`src/rtl/pwm_timebase_if.sv`:
```
// Configuration handshake bundle for pwm_timebase: period/duty offered under valid/ready.
// A transfer happens on a rising clock edge where i_cfg_valid and o_cfg_ready are both high.
interface pwm_timebase_if #(
    parameter int WIDTH = 8
) ();
    logic             i_cfg_valid;
    logic             o_cfg_ready;
    logic [WIDTH-1:0] i_period;
    logic [WIDTH-1:0] i_duty;

    modport master (
        output i_cfg_valid,
        output i_period,
        output i_duty,
        input  o_cfg_ready
    );

    modport slave (
        input  i_cfg_valid,
        input  i_period,
        input  i_duty,
        output o_cfg_ready
    );
endinterface

```
`src/rtl/pwm_timebase.sv`:
```
// PWM counter and double-buffered period/duty shadow stage feeding an external greater-than comparator.
// Define PWM_CENTER_ALIGN_EN for an up/down (center-aligned) counter; default is edge-aligned up-count.
module pwm_timebase #(
    parameter int WIDTH = 8
) (
    input  logic             i_clk,
    input  logic             i_rst_n,
    input  logic             i_en,
    pwm_timebase_if.slave    cfg_if,
    output logic [WIDTH-1:0] o_cmp_a,
    output logic [WIDTH-1:0] o_cmp_b,
    input  logic             i_gt,
    output logic             o_pwm,
    output logic             o_period_end
);

    localparam logic [WIDTH-1:0] ONE = {{(WIDTH-1){1'b0}}, 1'b1};

    logic [WIDTH-1:0] count_q, count_d;
    logic [WIDTH-1:0] period_q, period_d;
    logic [WIDTH-1:0] duty_q, duty_d;
    logic [WIDTH-1:0] pend_period_q, pend_period_d;
    logic [WIDTH-1:0] pend_duty_q, pend_duty_d;
    logic             pending_q, pending_d;
    logic             pwm_q, pwm_d;
    logic             period_end_q, period_end_d;
    logic             wrap;
    logic             accept;
    logic             apply;

`ifdef PWM_CENTER_ALIGN_EN
    localparam logic [0:0] DIR_UP = 1'b0;
    localparam logic [0:0] DIR_DN = 1'b1;
    logic [0:0] dir_q, dir_d;
`endif

    // Counter: wrap is the boundary at which a pending update may take effect.
    always_comb begin
        wrap         = 1'b0;
        count_d      = '0;
        period_end_d = 1'b0;
        pwm_d        = 1'b0;
`ifdef PWM_CENTER_ALIGN_EN
        dir_d        = DIR_UP;
`endif
        if (i_en) begin
            pwm_d = i_gt;
`ifdef PWM_CENTER_ALIGN_EN
            dir_d = dir_q;
            if (dir_q == DIR_UP) begin
                if (count_q == period_q) begin
                    // Periods of 0 or 1 have no down leg; they behave as a plain wrap.
                    if (period_q <= ONE) begin
                        wrap    = 1'b1;
                        count_d = '0;
                    end else begin
                        count_d = count_q - ONE;
                        dir_d   = DIR_DN;
                    end
                end else begin
                    count_d = count_q + ONE;
                end
            end else if (count_q == ONE) begin
                wrap    = 1'b1;
                count_d = '0;
                dir_d   = DIR_UP;
            end else begin
                count_d = count_q - ONE;
            end
`else
            if (count_q == period_q) begin
                wrap    = 1'b1;
                count_d = '0;
            end else begin
                count_d = count_q + ONE;
            end
`endif
            period_end_d = wrap;
        end
    end

    // Pending is only set when idle, so accept and apply never coincide on one edge.
    assign accept = cfg_if.i_cfg_valid & ~pending_q;
    assign apply  = pending_q & (wrap | ~i_en);

    always_comb begin
        period_d      = period_q;
        duty_d        = duty_q;
        pend_period_d = pend_period_q;
        pend_duty_d   = pend_duty_q;
        pending_d     = pending_q;
        if (apply) begin
            period_d  = pend_period_q;
            duty_d    = pend_duty_q;
            pending_d = 1'b0;
        end else if (accept) begin
            pend_period_d = cfg_if.i_period;
            pend_duty_d   = cfg_if.i_duty;
            pending_d     = 1'b1;
        end
    end

    always_ff @(posedge i_clk or negedge i_rst_n) begin
        if (!i_rst_n) begin
            count_q       <= '0;
            period_q      <= '0;
            duty_q        <= '0;
            pend_period_q <= '0;
            pend_duty_q   <= '0;
            pending_q     <= 1'b0;
            pwm_q         <= 1'b0;
            period_end_q  <= 1'b0;
        end else begin
            count_q       <= count_d;
            period_q      <= period_d;
            duty_q        <= duty_d;
            pend_period_q <= pend_period_d;
            pend_duty_q   <= pend_duty_d;
            pending_q     <= pending_d;
            pwm_q         <= pwm_d;
            period_end_q  <= period_end_d;
        end
    end

`ifdef PWM_CENTER_ALIGN_EN
    always_ff @(posedge i_clk or negedge i_rst_n) begin
        if (!i_rst_n) begin
            dir_q <= DIR_UP;
        end else begin
            dir_q <= dir_d;
        end
    end
`endif

    assign cfg_if.o_cfg_ready = ~pending_q;
    assign o_cmp_a            = duty_q;
    assign o_cmp_b            = count_q;
    assign o_pwm              = pwm_q;
    assign o_period_end       = period_end_q;

endmodule

```
`src/flat_wrapper.sv`:
```
// flat-port wrapper written by rule: the top's interface ports become plain ports
module pwm_timebase_flat 
#(
    parameter int WIDTH = 8
)
  (i_clk, i_rst_n, i_en, o_cmp_a, o_cmp_b, i_gt, o_pwm, o_period_end, cfg_if_i_cfg_valid, cfg_if_i_period, cfg_if_i_duty, cfg_if_o_cfg_ready);
  pwm_timebase_if #(.WIDTH(WIDTH)) cfg_if_i ();
  input  logic i_clk;
  input  logic i_rst_n;
  input  logic i_en;
  output logic [WIDTH-1:0] o_cmp_a;
  output logic [WIDTH-1:0] o_cmp_b;
  input  logic i_gt;
  output logic o_pwm;
  output logic o_period_end;
  input wire logic [$bits(cfg_if_i.i_cfg_valid)-1:0] cfg_if_i_cfg_valid;
  input wire logic [$bits(cfg_if_i.i_period)-1:0] cfg_if_i_period;
  input wire logic [$bits(cfg_if_i.i_duty)-1:0] cfg_if_i_duty;
  output wire logic [$bits(cfg_if_i.o_cfg_ready)-1:0] cfg_if_o_cfg_ready;
  assign cfg_if_i.i_cfg_valid = cfg_if_i_cfg_valid;
  assign cfg_if_i.i_period = cfg_if_i_period;
  assign cfg_if_i.i_duty = cfg_if_i_duty;
  assign cfg_if_o_cfg_ready = cfg_if_i.o_cfg_ready;
  pwm_timebase #(.WIDTH(WIDTH)) u_core (.i_clk(i_clk), .i_rst_n(i_rst_n), .i_en(i_en), .cfg_if(cfg_if_i), .o_cmp_a(o_cmp_a), .o_cmp_b(o_cmp_b), .i_gt(i_gt), .o_pwm(o_pwm), .o_period_end(o_period_end));
endmodule
```
`config.mk`:
```
export PLATFORM = sky130hd
export DESIGN_NAME = pwm_timebase_flat
export DESIGN_NICKNAME = d
export VERILOG_FILES = /design/src/rtl/pwm_timebase_if.sv /design/src/rtl/pwm_timebase.sv /design/src/flat_wrapper.sv
export SDC_FILE = /design/constraint.sdc
export NUM_CORES = 1
export LEC_CHECK = 0
export BUFFER_PORTS_ARGS = -buffer_cell sky130_fd_sc_hd__buf_2
export CAP_MARGIN = 20
export CELL_PAD_IN_SITES_DETAIL_PLACEMENT = 0
export CELL_PAD_IN_SITES_GLOBAL_PLACEMENT = 1
export CORE_ASPECT_RATIO = 1.5
export CORE_MARGIN = 2
export CORE_UTILIZATION = 48
export CTS_BUF_LIST = sky130_fd_sc_hd__clkbuf_4
export DETAILED_ROUTE_END_ITERATION = 8
export PLACE_DENSITY_LB_ADDON = 0.1
export SYNTH_ARGS = -nofsm -noshare
export SYNTH_HDL_FRONTEND = slang
export SYNTH_SLANG_ARGS = --single-unit
```
`constraint.sdc`:
```
create_clock -name i_clk -period 2.65 [get_ports i_clk]
set_clock_uncertainty 0.1 [all_clocks]
set_input_delay 0.265 -clock i_clk [delete_from_list [all_inputs] [get_ports i_clk]]
set_output_delay 0.265 -clock i_clk [all_outputs]
set_load 0.03 [all_outputs]
```
==> results of run 1 <==
registers in the layout, indices dropped and copies added, names as in the netlist:
| name | cells |
|---|---|
| u_core.o_pwm | 1 |
| u_core.period_q | 8 |
| u_core.pend_duty_q | 8 |
| u_core.o_cmp_a | 8 |
| u_core.o_period_end | 1 |
| u_core.o_cmp_b | 8 |
| u_core.pending_q | 1 |
| u_core.pend_period_q | 8 |
cell usage after synthesis (2+ instances only):
| master | instances | area (sq um) |
|---|---|---|
| nand2_1 | 32 | 120 |
| dfrtp_1 | 43 | 1080 |
| o211ai_1 | 22 | 165 |
| nand4_2 | 2 | 25.0 |
| and2_1 | 3 | 18.8 |
| nor2_1 | 7 | 26.3 |
| xor2_1 | 3 | 26.3 |
| nand3_1 | 2 | 10.0 |
| o211ai_2 | 10 | 125 |
| buf_6 | 2 | 22.5 |
| buf_2 | 3 | 15.0 |
| clkbuf_1 | 6 | 22.5 |
| mux2_2 | 16 | 180 |
| and3_1 | 2 | 12.5 |
| xnor2_1 | 11 | 96.3 |
power breakdown:
group	switching, mW	internal (mW)	leakage, nW
clock network	0.189	0.105	0.0276
registers	0.119	0.808	0.516
logic	0.331	0.241	0.493
total	0.638	1.15	1.04
through the flow:
stage                     cells  utilization [%]  hold WS [ps]
final                       258             57.7          29.5
after global routing        258             57.7          21.7
after CTS                   258             57.7          19.1
after detailed placement    251             56.3           363
after global placement      251             56.3           344
after floorplan             173                -          -131
area by class of cell:
class | instances | area [sq um] | area share [%]
clock buffer | 6 | 45.0 | 1.97
inverter | 2 | 7.51 | 0.329
multi-input combinational | 117 | 856 | 37.5
sequential | 43 | 1080 | 47.1
tap | 45 | 56.3 | 2.47
timing repair buffer | 45 | 243 | 10.6
cell families after synthesis:
| logic type | share of synthesized area [%] |
|---|---|
| buffers and inverters | 3.38 |
| XOR/XNOR | 6.13 |
| flip-flops | 53.8 |
| AND/OR/NAND/NOR | 11.5 |
| AO/OA/AOI/OAI | 15.5 |
| adder cells (fa/ha/maj) | 0.626 |
| multiplexers | 9.01 |
worst paths after layout:
check                      slack, ps                      end               startpoint
min in group asynchronous        490             u_core.o_pwm                  i_rst_n
hold / removal                    30             u_core.o_pwm                     i_gt
setup reg to reg                 810       u_core.period_q[2]        u_core.o_cmp_b[4]
setup / recovery                 810       u_core.period_q[2]        u_core.o_cmp_b[4]
hold reg to reg                  420  u_core.pend_period_q[1]  u_core.pend_period_q[1]
max in group asynchronous       1380  u_core.pend_period_q[3]                  i_rst_n
metal layers:
metal	track usage, %	vias up	share of wire [%]
li1	-	685	-
met5	0	-	0
met4	5.19	0	1.4
met3	4.83	6	5.2
met1	21.8	717	44
met2	30.3	42	50
==> flow_summary.toml, run 1 <==
[grt]
overflow = 0
antenna_found_initial = 0
grt_usage_pct = 17.8
grt_max_degree = 44
grt_pass1_wl_mm = 6.76
grt_pass1_vias = 1497

[detailed_routing]
drtPass1Iterations = 5
routedWlPerCell_um = 14.9
drt_iter0_drc = 43
wl_mm = 3.84
viasPerCell = 5.62
antenna_left = 0
via_count = 1450
drc = 0

[sta]
setup_ws_ps = 809
drv_slew = 0
finalSetupViolations = 0
tightest_slew_ps = 937
grt_setup_unrepaired = "false"
finalCritPeriodShare_pct = 69.5
finalSetupTns_ps = 0
max_freq_mhz = 543
period_minus_slack_ps = 1840
relSlewSlack_pct = 37.5
timing.final.hold_violations = 0

[cts]
cts_num_sinks = 43
cts_root_buf = "clkbuf_4"
cts_hold_buf = 1
numCtsBuffers = 5
cts_tree = "yes"
cts_post_setup_buffers_inserted = 0
clkTransAtPathRegs_ps = 120
cts_max_path_buffers = 2
postCtsResizedCells = 0
htreeDepth = 2
worstSkewPairLatency_ps = 340

[place]
place.gp.congestion = 0.845
dp_slack_ps = 801
portBuffers = 39
placed_area_sq_mm = 0.00223
dp_hpwl_mm = 2.78

[synthesis]
synth_nets = 195
ys_async_sr_fraction_pct = 100
synth_area_sq_mm = 0.00200
synthDistinctLibCells = 24
ys_ff_latch = 43
ys_seq_area_share_pct = 53.8
ys_warn_count = 0
avgSynthCellArea_sq_um = 11.6
synth_top_flop_cell = "dfrtp_1"
synth_edf_count = 0
syn_inst = 173

[pwr]
power_density_mw_per_mm2 = 785
finalPower_mw = 1.79
power_leakage_nw = 1.04
ir_drop_mv = 0.525

[die]
ioPinCount = 40
num_rows = 28
die_h_um = 83.0
die_area_sq_mm = 0.00471
die_w_um = 56.7
core_area_sq_mm = 0.00396
initial_core_util_pct = 50.5

[finish]
fill_cells = 356
layout.nets = 236
area_delta_synth_final_pct = 14.2
final_cell_mix = "dfrtp_1 (43), buf_2 (39), nand2_1 (32), o211ai_1 (22), mux2_2 (16)"
drive_above_1_share_pct = 36.6
final_area_sq_mm = 0.00228
layout_commonest_cell = "dfrtp_1"
antennaDiodeCount = 0

[critical_path]
rr_worst_depth = 4
cpMaxStageDelayCell = "o21a_1"
crit_fanout = 18
crit_arrival_ps = 1940
critical_path_depth = 4
end_kind = "register"
worstSetupPathType = "reg -> reg"
path_delay_family = "compound AO/OA/AOI/OAI gates"
required_ps = 2750
crit_chain = "xnor2_1, nand4_2, o21a_1, o211ai_1"
cp_slowest_stage_delay_ps = 680
cp-start-kind = "register"
crit_buf_inv = 0

[min_path]
hold_depth = 2
hold_path.class = "in -> reg"

[outcome]
outcome = "finished, final reports clean"

[job]
max_cap_viol_count = 0
(Power assumes the default switching activity.)
==> run 2: changes to the inputs <==
Settings changed: CORE_UTILIZATION 48 to 40.
Clock period 2.65 ns to 1.5 ns, I/O delays scaled along.
==> run 2 against run 1 <==
Effect of this change:
- the flow now finishes with violations (setup timing)
- via count increased by 12%
- fmax is 17% higher
- die area rose by 19%
- clock power increased by 89%
==> flow_summary.toml, run 2 (synthesized netlist as in run 1, its figures left out) <==
[die]
num_rows = 31
die_h_um = 90.6
die_w_um = 61.7
ioPinCount = 40
initial_core_util_pct = 41.6
core_area_sq_mm = 0.00481
die_area_sq_mm = 0.00559

[place]
portBuffers = 39
place.gp.congestion = 0.777
placed_area_sq_mm = 0.00255
dp_hpwl_mm = 3.49
dp_slack_ps = -153

[critical_path]
crit_fanout = 9
startpoint = "u_core.period_q[0]"
crit_buf_inv = 1
cp_slowest_stage_delay_ps = 440
critical_path_depth = 5
rr_startpoint = "u_core.period_q[0]"
cpMaxStageDelayCell = "dfrtp_1"
path_delay_family = "flip-flops"
rr_worst_depth = 5
required_ps = 1630
crit_chain = "xnor2_2, nand4_4, buf_6, o211ai_1, o211ai_2"
worstSetupPathType = "reg -> reg"
worstReg2RegEnd = "u_core.o_cmp_a[1]"
critPathCapture = "u_core.o_cmp_a[1]"
cp-start-kind = "register"
crit_arrival_ps = 1700
end_kind = "register"
worst-r2r-setup-slack_ps = -80

[sta]
setup_ws_ps = -75.1
relSlewSlack_pct = 76.2
grt_setup_unrepaired = "true"
tightest_slew_ps = 358
finalCritPeriodShare_pct = 105
timing.final.hold_violations = 0
drv_slew = 0
period_minus_slack_ps = 1580
finalSetupViolations = 23
max_freq_mhz = 635

[pwr]
finalPower_mw = 3.67
power_density_mw_per_mm2 = 1260
power_leakage_nw = 1.31
ir_drop_mv = 0.832

[finish]
final_area_sq_mm = 0.00290
layout.nets = 284
layout_commonest_cell = "buf_2"
antennaDiodeCount = 0
drive_above_1_share_pct = 49.4
area_delta_synth_final_pct = 45.0
final_cell_mix = "buf_2 (38), dfrtp_1 (34), nand2_1 (32), buf_4 (27), o211ai_1 (22)"
postLayoutCoreUtil_pct = 60.3

[cts]
cts_root_buf = "clkbuf_4"
cts_max_path_buffers = 2
cts_num_sinks = 43
worstSkewPairLatency_ps = 350
clkTransAtPathRegs_ps = 130
numCtsBuffers = 5
htreeDepth = 2
cts_tree = "yes"

[grt]
overflow = 0
grt_usage_pct = 18.8
antenna_found_initial = 0
grt_pass1_wl_mm = 7.91
grt_max_degree = 20
grt_pass1_vias = 1681

[detailed_routing]
antenna_left = 0
wl_mm = 4.73
drt_iter0_drc = 40
drc = 0
viasPerCell = 4.95
drtPass1Iterations = 4
routedWlPerCell_um = 14.4
via_count = 1627

[min_path]
hold_path.class = "in -> reg"
hold_depth = 3

[job]
max_cap_viol_count = 0

[outcome]
outcome = "complete, but fails checks"
violations = "setup timing"
## run 2: repair_timing
action | in CTS | in global routing
pin swaps | 7 | 7
hold buffers | 18 | 0
buffers inserted | 3 | 2
setup endpoints to repair | 26 | 26
hold endpoints to repair | 60 | 0
gates resized for setup | 11 | 7
## run 2: how the worst min path moves through the flow
stage | startpoint | to | slack [ps]
global route | i_en | u_core.o_cmp_a[7] | 90
finish | i_en | u_core.o_cmp_a[7] | 90
floorplan | i_rst_n | u_core.o_cmp_a[0] | -250
detailed placement | i_rst_n | u_core.period_q[1] | -10
CTS | i_en | u_core.o_cmp_a[7] | 60
global placement | i_rst_n | u_core.period_q[1] | -20
## run 2: where the power goes
group	total [mW]	switching [mW]	internal, mW
Clock	0.555	0.360	0.195
Combinational	1.45	0.721	0.726
Sequential	1.66	0.233	1.43
## run 2: stage by stage
step / cells / hold slack [ps] / TNS [ps]
2_1_floorplan: 173 / -246 / -1750
3_3_place_gp: 298 / -19.9 / -1470
3_5_place_dp: 298 / -13.7 / -3070
4_1_cts: 327 / 57.0 / -1060
5_1_grt: 329 / 93.2 / -2560
6_report: 329 / 90.1 / -586
## run 2: cell type report
| cell class | count | area, sq um |
|---|---|---|
| sequential | 43 | 1090 |
| multi-input combinational | 117 | 966 |
| tap | 66 | 82.6 |
| clock inverter | 2 | 8.76 |
| fill | 449 | 1910 |
| clock buffer | 6 | 45.0 |
| timing repair buffer | 93 | 698 |
| inverter | 2 | 11.3 |
## run 2: worst register-to-register path, stage by stage, from the launching register on
cell and delay [ps]:
dfrtp_1 440, xnor2_2 230, nand4_4 160, buf_6 170, o211ai_1 240, o211ai_2 120
## run 2: metal layers
layer	GRT usage [%]	share of wire [%]	vias up
met3	3.44	3.5	7
li1	-	-	790
met4	4.61	1.4	0
met2	32.4	53	41
met5	0	0	-
met1	23.3	42	789
==> run 3: changes to the inputs <==
Settings changed: ABC_AREA set to 1, CORE_UTILIZATION 40 to 38, REMOVE_ABC_BUFFERS set to 1.
==> run 3 against run 2 <==
Effect of this change:
- the run now ends clean
- worst hold slack better by 92 ps
- clock-buffer cell count down 1
- global-route usage down 3.5 points
- power down 1.5%
- area after synthesis down 6.9%
- design area down 12%
- critical path type unchanged
- largest cell class unchanged
- largest power group unchanged
==> flow_summary.toml, run 3 <==
[synthesis]
netlist.area_leader.share_pct = 57.8
synth_compound_area_share_pct = 1.08
synth_top_family_by_area = "simple AND/OR/NAND/NOR gates"
ys_seq_area_share_pct = 57.8
synth.most_common_cell = "nand2_1"
synth_edf_count = 0
synthTopCellsByCount = "nand2_1 (59), dfrtp_1 (43), nand3_1 (19)"
muxShareOfSynthArea_pct = 9.68
ys_async_sr_fraction_pct = 100
ys_ff_latch = 43
synth_xor_area_share_pct = 1.88
synthAdderAreaFrac_pct = 0.672
synth_top_cell_by_area = "dfrtp_1"
avgSynthCellArea_sq_um = 9.79
syn_inst = 190
yosys.area_share.simple_pct = 22.5
synthDistinctLibCells = 19
ys_warn_count = 0
synth_area_sq_mm = 0.00186
synth_top_flop_cell = "dfrtp_1"
synth.area.top_cells = "dfrtp_1 (58%), nand2_1 (12%), mux2_2 (7.9%), nand3_1 (5.1%), inv_1 (3.0%)"

[place]
portBuffers = 39
dp_slack_ps = 11.6
place_inst = 298
dp_hpwl_mm = 2.67
place.gp.congestion = 0.757

[critical_path]
required_ps = 1680
crit_arrival_ps = 1680
crit_chain = "inv_2, nand2_1, nand2_1, nand2_1, nor2_2, nand2_2, nand2_8, clkbuf_16, nand3_1, nand2_1"
end_kind = "register"
cpMostUsedCell = "nand2_1"
crit_fanout = 7
worstSetupPathType = "reg -> reg"
path_delay_family = "simple AND/OR/NAND/NOR gates"
crit_buf_inv = 2
cp_slowest_stage_delay_ps = 440
cpMaxStageDelayCell = "dfrtp_1"
cp-start-kind = "register"

[sta]
tightest_slew_ps = 465
finalCritPeriodShare_pct = 99.7
period_minus_slack_ps = 1500
max_freq_mhz = 669
timing.final.hold_violations = 0
relSlewSlack_pct = 69.0
finalSetupViolations = 0
drv_slew = 0
setup_ws_ps = 4.53
grt_setup_unrepaired = "true"

[finish]
drive_above_1_share_pct = 33.1
fill_cells = 464
antennaDiodeCount = 0
final_cell_mix = "nand2_1 (58), dfrtp_1 (43), buf_2 (39), dlygate4sd3_1 (20), nand3_1 (17)"
area_delta_synth_final_pct = 37.1
layout.nets = 288
layout_commonest_cell = "nand2_1"
final_cells = 332

[grt]
grt_usage_pct = 15.2
overflow = 0
grt_pass1_vias = 1433
grt_max_degree = 27
grt_pass1_wl_mm = 6.38
antenna_found_initial = 0

[cts]
cts_tree = "yes"
cts_root_buf = "clkbuf_4"
cts_max_path_buffers = 2
worstSkewPairLatency_ps = 330
htreeDepth = 2
cts_num_sinks = 43
numCtsBuffers = 5
clkTransAtPathRegs_ps = 120

[pwr]
ir_drop_mv = 0.830
p_sw_mw = 1.35
swShare_pct = 37.5
p_comb_share_pct = 37.6
finalPower_mw = 3.61
power_density_mw_per_mm2 = 1420
p_clk_share_pct = 14.2
pwr-share-seq_pct = 48.3
p_int_mw = 2.26
power_leakage_nw = 1.32

[detailed_routing]
wl_mm = 3.81
drt_iter0_drc = 42
via_count = 1475
viasPerCell = 4.44
drtPass1Iterations = 4
drc = 0
antenna_left = 0
routedWlPerCell_um = 11.5

[job]
max_cap_viol_count = 0

[min_path]
hold_path.class = "in -> async"

[die]
ioPinCount = 40
die_h_um = 89.7
die_area_sq_mm = 0.00548
core_area_sq_mm = 0.00477
num_rows = 31
initial_core_util_pct = 39.0
die_w_um = 61.1

[outcome]
outcome = "finished, final reports clean"
[run 3: cell types whose count changed after synthesis, moves of 7 or more]
| cell | change |
|---|---|
| o211ai_1 | -22 |
| inv_1 | +14 |
| o211ai_2 | -10 |
| nand2_1 | +27 |
| nand3_1 | +17 |
| xnor2_1 | -7 |
[run 3: metrics by stage]
stage	util [%]	setup TNS (ps)	cell area, sq um	hold slack, ps
floorplan	-	-4370	1810	-246
global placement	46.0	0	2190	30.1
detailed placement	46.0	0	2190	35.9
CTS	51.3	0	2450	177
global route	53.4	-1210	2550	214
finish	53.4	0	2550	182
[run 3: routing by layer]
metal / up-vias / track usage [%] / wire length, um
met4: 0 / 6.16 / 55
met3: 4 / 3.17 / 135
li1: 752 / - / -
met2: 37 / 24.3 / 2050
met1: 682 / 19.5 / 1570
met5: - / 0 / 0
[run 3: timing repair]
item,CTS,global route
endpoints found under the hold margin,36,0
hold buffers,20,0
gates cloned,0,2
buffers inserted,0,5
gates resized for setup,2,7
endpoints found under the setup margin,5,24
pin swaps,0,17
[run 3: worst paths after layout]
path,slack [ps],from,cells after the start,endpoint
worst max register to register,5,u_core.o_cmp_b[4],10,u_core.period_q[3]
min in group i_clk,190,cfg_if_i_cfg_valid,3,u_core.pending_q
worst max-delay path,5,u_core.o_cmp_b[4],10,u_core.period_q[3]
worst min-delay path,180,i_rst_n,2,u_core.o_cmp_b[2]
max in group asynchronous,630,i_rst_n,3,u_core.pend_duty_q[3]
worst min register to register,390,u_core.o_cmp_a[5],2,u_core.o_cmp_a[5]
[run 3: cell families (layout without fill, tap and decap cells)]
family                   after synthesis  after routing
XOR/XNOR                               4              4
AND/OR/NAND/NOR                       98             99
adder cells (fa/ha/maj)                1              1
multiplexers                          16             16
flip-flops                            43             43
AO/OA/AOI/OAI                          4              4
buffers and inverters                 24             99
[run 3: area by class of cell]
cell class	count	area [sq um]	share of cell area [%]
Timing Repair Buffer	74	563	22.1
Clock buffer	5	37.5	1.47
Tap cell	66	82.6	3.24
Inverter	18	67.6	2.65
Sequential cell	43	1080	42.2
Clock inverter	2	8.76	0.343
Multi-Input combinational cell	124	714	28.0
[run 3: worst reg2reg max path, cell delays in order, from the launching register on]
cell       delay, ps
dfrtp_1          440
inv_2             80
nand2_1           60
nand2_1           70
nand2_1           60
nor2_2            90
nand2_2          100
nand2_8          140
clkbuf_16        170
nand3_1           70
nand2_1           70
[run 3: power groups by stage]
stage          sequential [mW]  clock [mW]  combinational (mW)
6_report                  1.74       0.512                1.36
5_1_grt                   1.79       0.600                1.50
4_1_cts                   1.74       0.557                1.27
3_5_place_dp              1.76           0                1.22
3_3_place_gp              1.76           0                1.19
2_1_floorplan             1.99           0               0.566
